File: src/rtl/fetch_queue.sv
// fetch_queue: instruction prefetch FIFO between the instruction ROM and IF/ID.
// An internal fetch PC keeps the queue topped up with {instruction, PC} pairs.
// The queue drains on deq_ready. A flush empties it and redirects fetch.
//
// Ports:
//   clk, reset        rising-edge clock, asynchronous active-low reset
//   rom_addr          byte address presented to the ROM (fetch_pc low bits)
//   rom_data          instruction returned combinationally by the ROM
//   deq_ready         consumer accepts the head entry this cycle
//   deq_valid         head entry valid
//   deq_instr/deq_pc  head instruction and its PC; held while empty
//   deq_next_pc       deq_pc + 4
//   flush             taken branch: discard queue and load flush_target
//   flush_target      new fetch address
//   count/full/empty  occupancy status
module fetch_queue #(
    parameter int unsigned DEPTH    = 4,
    parameter int unsigned ADDR_W   = 8,
    parameter int unsigned DATA_W   = 32,
    parameter logic [31:0] RESET_PC = 32'h0
) (
    input  logic                         clk,
    input  logic                         reset,
    output logic [ADDR_W-1:0]            rom_addr,
    input  logic [DATA_W-1:0]            rom_data,
    input  logic                         deq_ready,
    output logic                         deq_valid,
    output logic [DATA_W-1:0]            deq_instr,
    output logic [31:0]                  deq_pc,
    output logic [31:0]                  deq_next_pc,
    input  logic                         flush,
    input  logic [31:0]                  flush_target,
    output logic [$clog2(DEPTH+1)-1:0]   count,
    output logic                         full,
    output logic                         empty
);

    localparam int unsigned PTR_W = $clog2(DEPTH);
    localparam int unsigned CNT_W = $clog2(DEPTH+1);

    logic [DATA_W-1:0] mem_instr [DEPTH];
    logic [31:0]       mem_pc    [DEPTH];

    logic [31:0]       fetch_pc, fetch_pc_nxt;
    logic [PTR_W-1:0]  rd_ptr, rd_ptr_nxt;
    logic [PTR_W-1:0]  wr_ptr, wr_ptr_nxt;
    logic [CNT_W-1:0]  count_nxt;
    logic              full_nxt, empty_nxt, valid_nxt;
    logic [DATA_W-1:0] instr_nxt;
    logic [31:0]       pc_nxt, next_pc_nxt;
    logic              pop, push, bypass;

    assign rom_addr = fetch_pc[ADDR_W-1:0];

    // Next-state computation; flush overrides any push/pop in the same cycle.
    always_comb begin
        pop          = deq_valid & deq_ready;
        push         = ~full | pop;
        fetch_pc_nxt = fetch_pc;
        rd_ptr_nxt   = rd_ptr;
        wr_ptr_nxt   = wr_ptr;
        count_nxt    = count;
        full_nxt     = full;
        empty_nxt    = empty;
        valid_nxt    = deq_valid;
        instr_nxt    = deq_instr;
        pc_nxt       = deq_pc;
        next_pc_nxt  = deq_next_pc;
        bypass       = 1'b0;

        if (flush) begin
            fetch_pc_nxt = flush_target;
            rd_ptr_nxt   = '0;
            wr_ptr_nxt   = '0;
            count_nxt    = '0;
            full_nxt     = 1'b0;
            empty_nxt    = 1'b1;
            valid_nxt    = 1'b0;
        end else begin
            if (push) begin
                wr_ptr_nxt   = wr_ptr + PTR_W'(1);
                fetch_pc_nxt = fetch_pc + 32'd4;
            end
            if (pop) begin
                rd_ptr_nxt = rd_ptr + PTR_W'(1);
            end
            count_nxt = count + CNT_W'(push) - CNT_W'(pop);
            full_nxt  = (count_nxt == CNT_W'(DEPTH));
            empty_nxt = (count_nxt == '0);
            valid_nxt = ~empty_nxt;
            // Head register tracks entry[rd_ptr]; the slot being written this
            // edge is forwarded straight from the ROM.
            if (!empty_nxt) begin
                bypass      = push && (rd_ptr_nxt == wr_ptr);
                instr_nxt   = bypass ? rom_data : mem_instr[rd_ptr_nxt];
                pc_nxt      = bypass ? fetch_pc : mem_pc[rd_ptr_nxt];
                next_pc_nxt = pc_nxt + 32'd4;
            end
        end
    end

    // Control and head registers.
    always_ff @(posedge clk or negedge reset) begin
        if (!reset) begin
            fetch_pc    <= RESET_PC;
            rd_ptr      <= '0;
            wr_ptr      <= '0;
            count       <= '0;
            full        <= 1'b0;
            empty       <= 1'b1;
            deq_valid   <= 1'b0;
            deq_instr   <= '0;
            deq_pc      <= '0;
            deq_next_pc <= 32'd4;
        end else begin
            fetch_pc    <= fetch_pc_nxt;
            rd_ptr      <= rd_ptr_nxt;
            wr_ptr      <= wr_ptr_nxt;
            count       <= count_nxt;
            full        <= full_nxt;
            empty       <= empty_nxt;
            deq_valid   <= valid_nxt;
            deq_instr   <= instr_nxt;
            deq_pc      <= pc_nxt;
            deq_next_pc <= next_pc_nxt;
        end
    end

    // Entry storage; contents are don't-care until written.
    always_ff @(posedge clk) begin
        if (push && !flush) begin
            mem_instr[wr_ptr] <= rom_data;
            mem_pc[wr_ptr]    <= fetch_pc;
        end
    end

endmodule
File: config.mk
export PLATFORM = sky130hd
export DESIGN_NAME = fetch_queue
export DESIGN_NICKNAME = d
export VERILOG_FILES = /design/src/rtl/fetch_queue.sv
export SDC_FILE = /design/constraint.sdc
export NUM_CORES = 1
export LEC_CHECK = 0
export ABC_CLOCK_PERIOD_IN_PS = 9450
export BUFFER_PORTS_ARGS = -buffer_cell sky130_fd_sc_hd__buf_4
export CORE_ASPECT_RATIO = 1.2
export CORE_UTILIZATION = 50
export DETAILED_ROUTE_END_ITERATION = 8
export MAX_ROUTING_LAYER = met4
export PLACE_DENSITY_LB_ADDON = 0.3
export SLEW_MARGIN = 20
export SYNTH_ARGS = -nofsm -noshare
export SYNTH_HDL_FRONTEND = slang
export SYNTH_SLANG_ARGS = --single-unit
File: constraint.sdc
create_clock -name clk -period 9.45 [get_ports clk]
set_clock_uncertainty 0.15 [all_clocks]
set_input_delay 1.89 -clock clk [delete_from_list [all_inputs] [get_ports clk]]
set_output_delay 1.89 -clock clk [all_outputs]
set_load 0.01 [all_outputs]
**After elaboration in Yosys (flattened, before gate mapping)**

Memories as Yosys holds them, arrays and structs flattened. A register that Yosys moved wholly into a read port is not among the register bits.
Cells that the tools add are included.

- Memories kept: 2
- Output and inout port bits: 110
- Bits in registers: 106
- Input bits: 68
- Word-level logic and storage cells: 45
- RAM bits: 256

Memory list:

| memory | words | bits a word | rd ports | clocked after memory_dff | write ports | RTL line | RTL |
|---|---|---|---|---|---|---|---|
| mem_instr | 4 | 32 | 1 | 1 | 1 | 41 | `logic [DATA_W-1:0] mem_instr [DEPTH];` |
| mem_pc | 4 | 32 | 1 | 0 | 1 | 42 | `logic [31:0] mem_pc [DEPTH];` |

- Equality and inequality tests: 2
- Reduce and logical (&&, ||, !) cells: 7
- Add/sub/neg operators: 6
- Mux-type cells: 14
- Bitwise gates (word level): 5

Operators by type and width:

| operator | number |
|---|---|
| two-way mux 32 bit | 3 |
| adder 32 x 3 -> 32 bit, second input constant | 2 |
| two-way mux 2 bit | 5 |
| two-way mux 1 bit | 5 |
| adder 2 x 1 -> 2 bit, second input constant | 2 |
| adder 3 x 1 -> 3 bit | 1 |
| equality test 3 bit, second input constant | 1 |
| logical NOT 3 bit | 1 |
| two-way mux 3 bit | 1 |
| NOT 1 bit | 3 |
| subtractor 3 x 1 -> 3 bit | 1 |
| equality test 2 bit | 1 |
| logical AND 1 bit | 2 |
| logical NOT 1 bit | 2 |
| AND reduction 2 bit | 1 |
| nonzero test 2 bit | 1 |
| AND 1 bit | 1 |
| OR 1 bit | 1 |

**Longest topological paths before layout**

- Depth after elaboration: 7
- Depth in mapped cells: 16
- Gate-level depth less buffers: 12

**Worst setup path after synthesis**

OpenSTA, ideal clock, no wires.

- Path type: input -> register
- From: input deq_ready
- To: memory mem_instr[0][0], enable pin
- Cell stages on the path: 6
- Setup slack: 4.646 ns
- Data required time: 8.871 ns
- Arrival time: 4.225 ns
- Path buffers: 3
- Setup time: 0.429 ns
- Cell sequence: buf_4 > nand2_1 > buf_2 > buf_2 > a21oi_1 > and2_1

- Cells in the longest elaborated chain, start to end: 5

RTL lines:

| what | RTL line | RTL |
|---|---|---|
| start, declared | 26 | `input logic deq_ready,` |
| AND 1 bit | 57 | `pop = deq_valid & deq_ready;` |
| OR 1 bit | 58 | `push = ~full \| pop;` |
| logical AND 1 bit | 131 | `if (push && !flush) begin` |
| two-way mux 1 bit | 131 |  |
| two-way mux 1 bit (implied by the code) | 132 | `mem_instr[wr_ptr] <= rom_data;` |
| end, declared | 41 |  |

No other way between the ends.

**Worst setup path after layout**

- From: input deq_ready
- To: register deq_next_pc[25]

- Cells in the longest elaborated chain, start to end: 7
- Elaborated cells between the ends (all ways): 14
- Those cells by class: 3 x add/sub; 1 x eq/ne; 3 x mux; 3 x bitwise; 3 x reduce/logical; 1 x memory

RTL lines:

| what | RTL line | RTL |
|---|---|---|
| AND 1 bit (*) | 57 |  |
| parallel branches: the longest is 6 deep, another holds memory (4 x 32 bit) | -- |  |
| end signal, assigned | 125 | `deq_next_pc <= next_pc_nxt;` |
| end, declared | 30 | `output logic [31:0] deq_next_pc,` |

Every way passes the cells marked *. The select of a mux whose other input is x is not followed.
A chain may end at the register's enable or synchronous reset.

==> impl_metrics.env <==
export IMPL_post_route_drc_count=0
export IMPL_die_h_um=210.9
export IMPL_maxCapViolCount=0
export IMPL_clock_sinks=392
export IMPL_post_route_util_pct=59.04
export IMPL_tightest_slew_ps=1183
export IMPL_synth_avg_cell_area_um2=12.64
export IMPL_worst_r2r_path_depth=11
export IMPL_synth_area_leaders="edfxtp_1 42%, dfrtp_1 18%, mux4_2 5.0%"
export IMPL_cp_startpoint="deq_ready"
export IMPL_power_leakage_uw=0.007872
export IMPL_initial_core_util_pct=50.72
export IMPL_startpoint_type="primary input"
export IMPL_worst_path_dominant_cell_family="simple AND/OR/NAND/NOR gates"
export IMPL_hold_start="deq_next_pc[2]"
export IMPL_vias=12490
export IMPL_synth_edf_count=256
export IMPL_r2r_slack_ps=4280
export IMPL_globalRouteOverflowTotal=0
export IMPL_setup_viol=0
export IMPL_hold_class="reg2reg"
export IMPL_ctsHoldBuffers=0
export IMPL_end_kind="register"
export IMPL_min_path_cells=2
export IMPL_period_minus_slack_ps=6147
export IMPL_status="finished, final reports clean"
export IMPL_yosysWarnings=0
export IMPL_slew_headroom_pct=20.87
export IMPL_place_inst=1993
export IMPL_pwr_share_clk_pct=23.6
export IMPL_wl_per_cell_um=22.69
export IMPL_antenna_found_initial=0
export IMPL_cts_resized=0
export IMPL_synth_nets=1514
export IMPL_antennaDiodeCount=0
export IMPL_final_area_mm2=0.02117
export IMPL_syn_inst=1438
export IMPL_syn_to_final_growth_pct=16.41
export IMPL_finalSetupTns_ps=0
export IMPL_ir_worst_vdd_mv=0.2454
export IMPL_grt_pass1_vias=12720
export IMPL_pin_count=178
export IMPL_ant_nets=0
export IMPL_worst_path_most_repeated_cell="nand3_1"
export IMPL_synthFlopType="edfxtp_1"
export IMPL_synth_distinct_cells=78
export IMPL_ys_ff_latch=392
export IMPL_port_buffers=177
export IMPL_fp_dieW_um=176.1
export IMPL_cts_tree="done"
export IMPL_cp_slowest_stage_delay_ps=880
export IMPL_worstPathRequired_ps=9730
export IMPL_pwr_density_cell_mw_per_mm2=341.0
export IMPL_timing_final_crit_share_pct=65.04
export IMPL_cts_setup_buffers=0
export IMPL_placed_area_mm2=0.01970
export IMPL_path_cells="buf_4, a21oi_1, mux2i_4, nor2_1, nand3_1, nand3_1, or3b_4, nand4bb_1, nor4_1, xor2_1, o21ai_1"
export IMPL_hold_viol=0
export IMPL_clk_latency_ps=580
export IMPL_drv_slew=0
export IMPL_dr_first_iter_drc_count=1117
export IMPL_synth_top_area_share_pct=42.28
export IMPL_p_comb_share_pct=40.0
export IMPL_critPathMaxFanout=53
export IMPL_die_area_mm2=0.03713
export IMPL_drt_pass1_iter_count=6
export IMPL_hold_slack_ps=309.9
export IMPL_rows=76
export IMPL_nets=1645
export IMPL_p_int_uw=4453
export IMPL_htree_levels=2
export IMPL_place_gp_congestion=0.9029
export IMPL_cts_buffers=42
export IMPL_clockRootBuffer="clkbuf_16"
export IMPL_yosysMostFrequentCell="edfxtp_1"
export IMPL_r2r_start="rd_ptr[0]"
export IMPL_seq_area_frac_synth_pct=61.01
export IMPL_path_buf_inv=1
export IMPL_cp_data_arrival_time_ps=6420
export IMPL_rsz0062_at_grt="false"
export IMPL_wirelength_um=47000
export IMPL_async_flop_share_pct=34.69
export IMPL_p_sw_uw=2765
export IMPL_hold_end="deq_next_pc[2]"
export IMPL_pwr_share_seq_pct=36.4
export IMPL_synth_common_cells="256 x edfxtp_1, 189 x nand2_1, 134 x dfrtp_1"
export IMPL_swShare_pct=38.31
export IMPL_grt_usage_pct=26.54
export IMPL_critPathKind="in2reg"
export IMPL_layout_cells_non_filler=2071
export IMPL_clock_path_buffers=3
export IMPL_r2r_end="deq_next_pc[25]"
export IMPL_synth_largest_area_cell="edfxtp_1"
export IMPL_layout_drive_gt1_share_pct=22.52
export IMPL_clk_pin_slew_worst_paths_ps=60
export IMPL_clock_fmax_mhz=162.7
export IMPL_place_hpwl_um=29080
export IMPL_core_area_mm2=0.03585
export IMPL_slowest_stage="mux2i_4"
export IMPL_grt_first_pass_wirelength_um=72630
export IMPL_viasPerCell=6.029
export IMPL_grt_start_max_net_pins=81
export IMPL_syn_area_mm2=0.01818
area by class of cell:
type	count	area, µm²
Timing Repair Buffer	200	1505
Clock inverter	20	257.7
Inverter	11	41.29
Fill cell	2846	14680
Multi-Input combinational cell	922	6469
Clock buffer	58	1212
Sequential cell	392	11100
Tap cell	468	585.6
per-layer routing:
metal	global-route usage, %	part of all wire, %	vias up
li1	-	-	5632
met1	32.37	39	6256
met2	42.86	49	500
met3	5.724	8.0	98
met4	10.91	3.5	0
met5	-	0	-
worst max path at each step:
stage	endpoint	slack, ps	depth (start not counted)
after floorplan	mem_instr[0][0]	4650	6
after global placement	deq_next_pc[23]	2910	12
after detailed placement	deq_next_pc[23]	2800	11
after CTS	deq_next_pc[23]	3390	11
after global routing	deq_next_pc[23]	3030	12
final	deq_next_pc[25]	3300	11
per-stage QoR:
step	setup slack, ps	total power [µW]
after floorplan	4646	4456
after global routing	3026	7599
final	3303	7218
after CTS	3394	7251
after detailed placement	2797	5543
after global placement	2907	5468
cell families (layout without fill, tap and decap cells):
group / count (synthesis) / count (layout) / share of synthesized area [%]
fa+ha+maj: 8 / 8 / 0.5918
mux: 130 / 130 / 10.08
other cells: 1 / 1 / 0.02062
xor+xnor: 62 / 62 / 3.069
flops: 392 / 392 / 61.01
buf+inv: 124 / 289 / 3.702
compound gates: 269 / 269 / 9.242
simple gates: 452 / 452 / 12.28
worst reg2reg max path, cell delays in order (launching register included):
cell	delay, ps
dfrtp_1	360
buf_4	280
xnor2_1	440
mux2i_4	950
nor2_1	570
nand3_1	230
nand3_1	170
or3b_4	440
nand4bb_1	650
nor4_1	540
xor2_1	180
o21ai_1	70
cells in the final DEF (no fill, tap or decap), drive strengths merged, types with 21 or more instances in the layout:
| cell | synthesis | routed |
|---|---|---|
| a21oi | 36 | 36 |
| nand2 | 189 | 189 |
| dfrtp | 134 | 134 |
| xor2 | 38 | 38 |
| o21ai | 108 | 108 |
| mux2 | 25 | 25 |
| and4 | 24 | 24 |
| mux2i | 65 | 65 |
| clkbuf | 51 | 58 |
| a31oi | 21 | 21 |
| edfxtp | 256 | 256 |
| nor2 | 66 | 66 |
| nand3 | 90 | 90 |
| o22ai | 26 | 26 |
| mux4 | 40 | 40 |
| xnor2 | 24 | 24 |
| buf | 62 | 200 |
power groups by stage:
stage,clock (µW),sequential (µW),combinational [µW]
floorplan,0,2660,1800
global placement,0,2640,2830
detailed placement,0,2660,2890
CTS,1730,2630,2890
global route,1800,2670,3130
finish,1700,2630,2890
flip-flops by register name, summed over array words and instances, names as in the netlist:
register,cells
mem_instr,128
mem_pc,128
deq_instr,32
deq_pc,32
fetch_pc,32
deq_next_pc,30
count,3
rd_ptr,2
wr_ptr,2
deq_valid,1
empty,1
full,1
No activity file was read; power rests on OpenSTA's default activity.
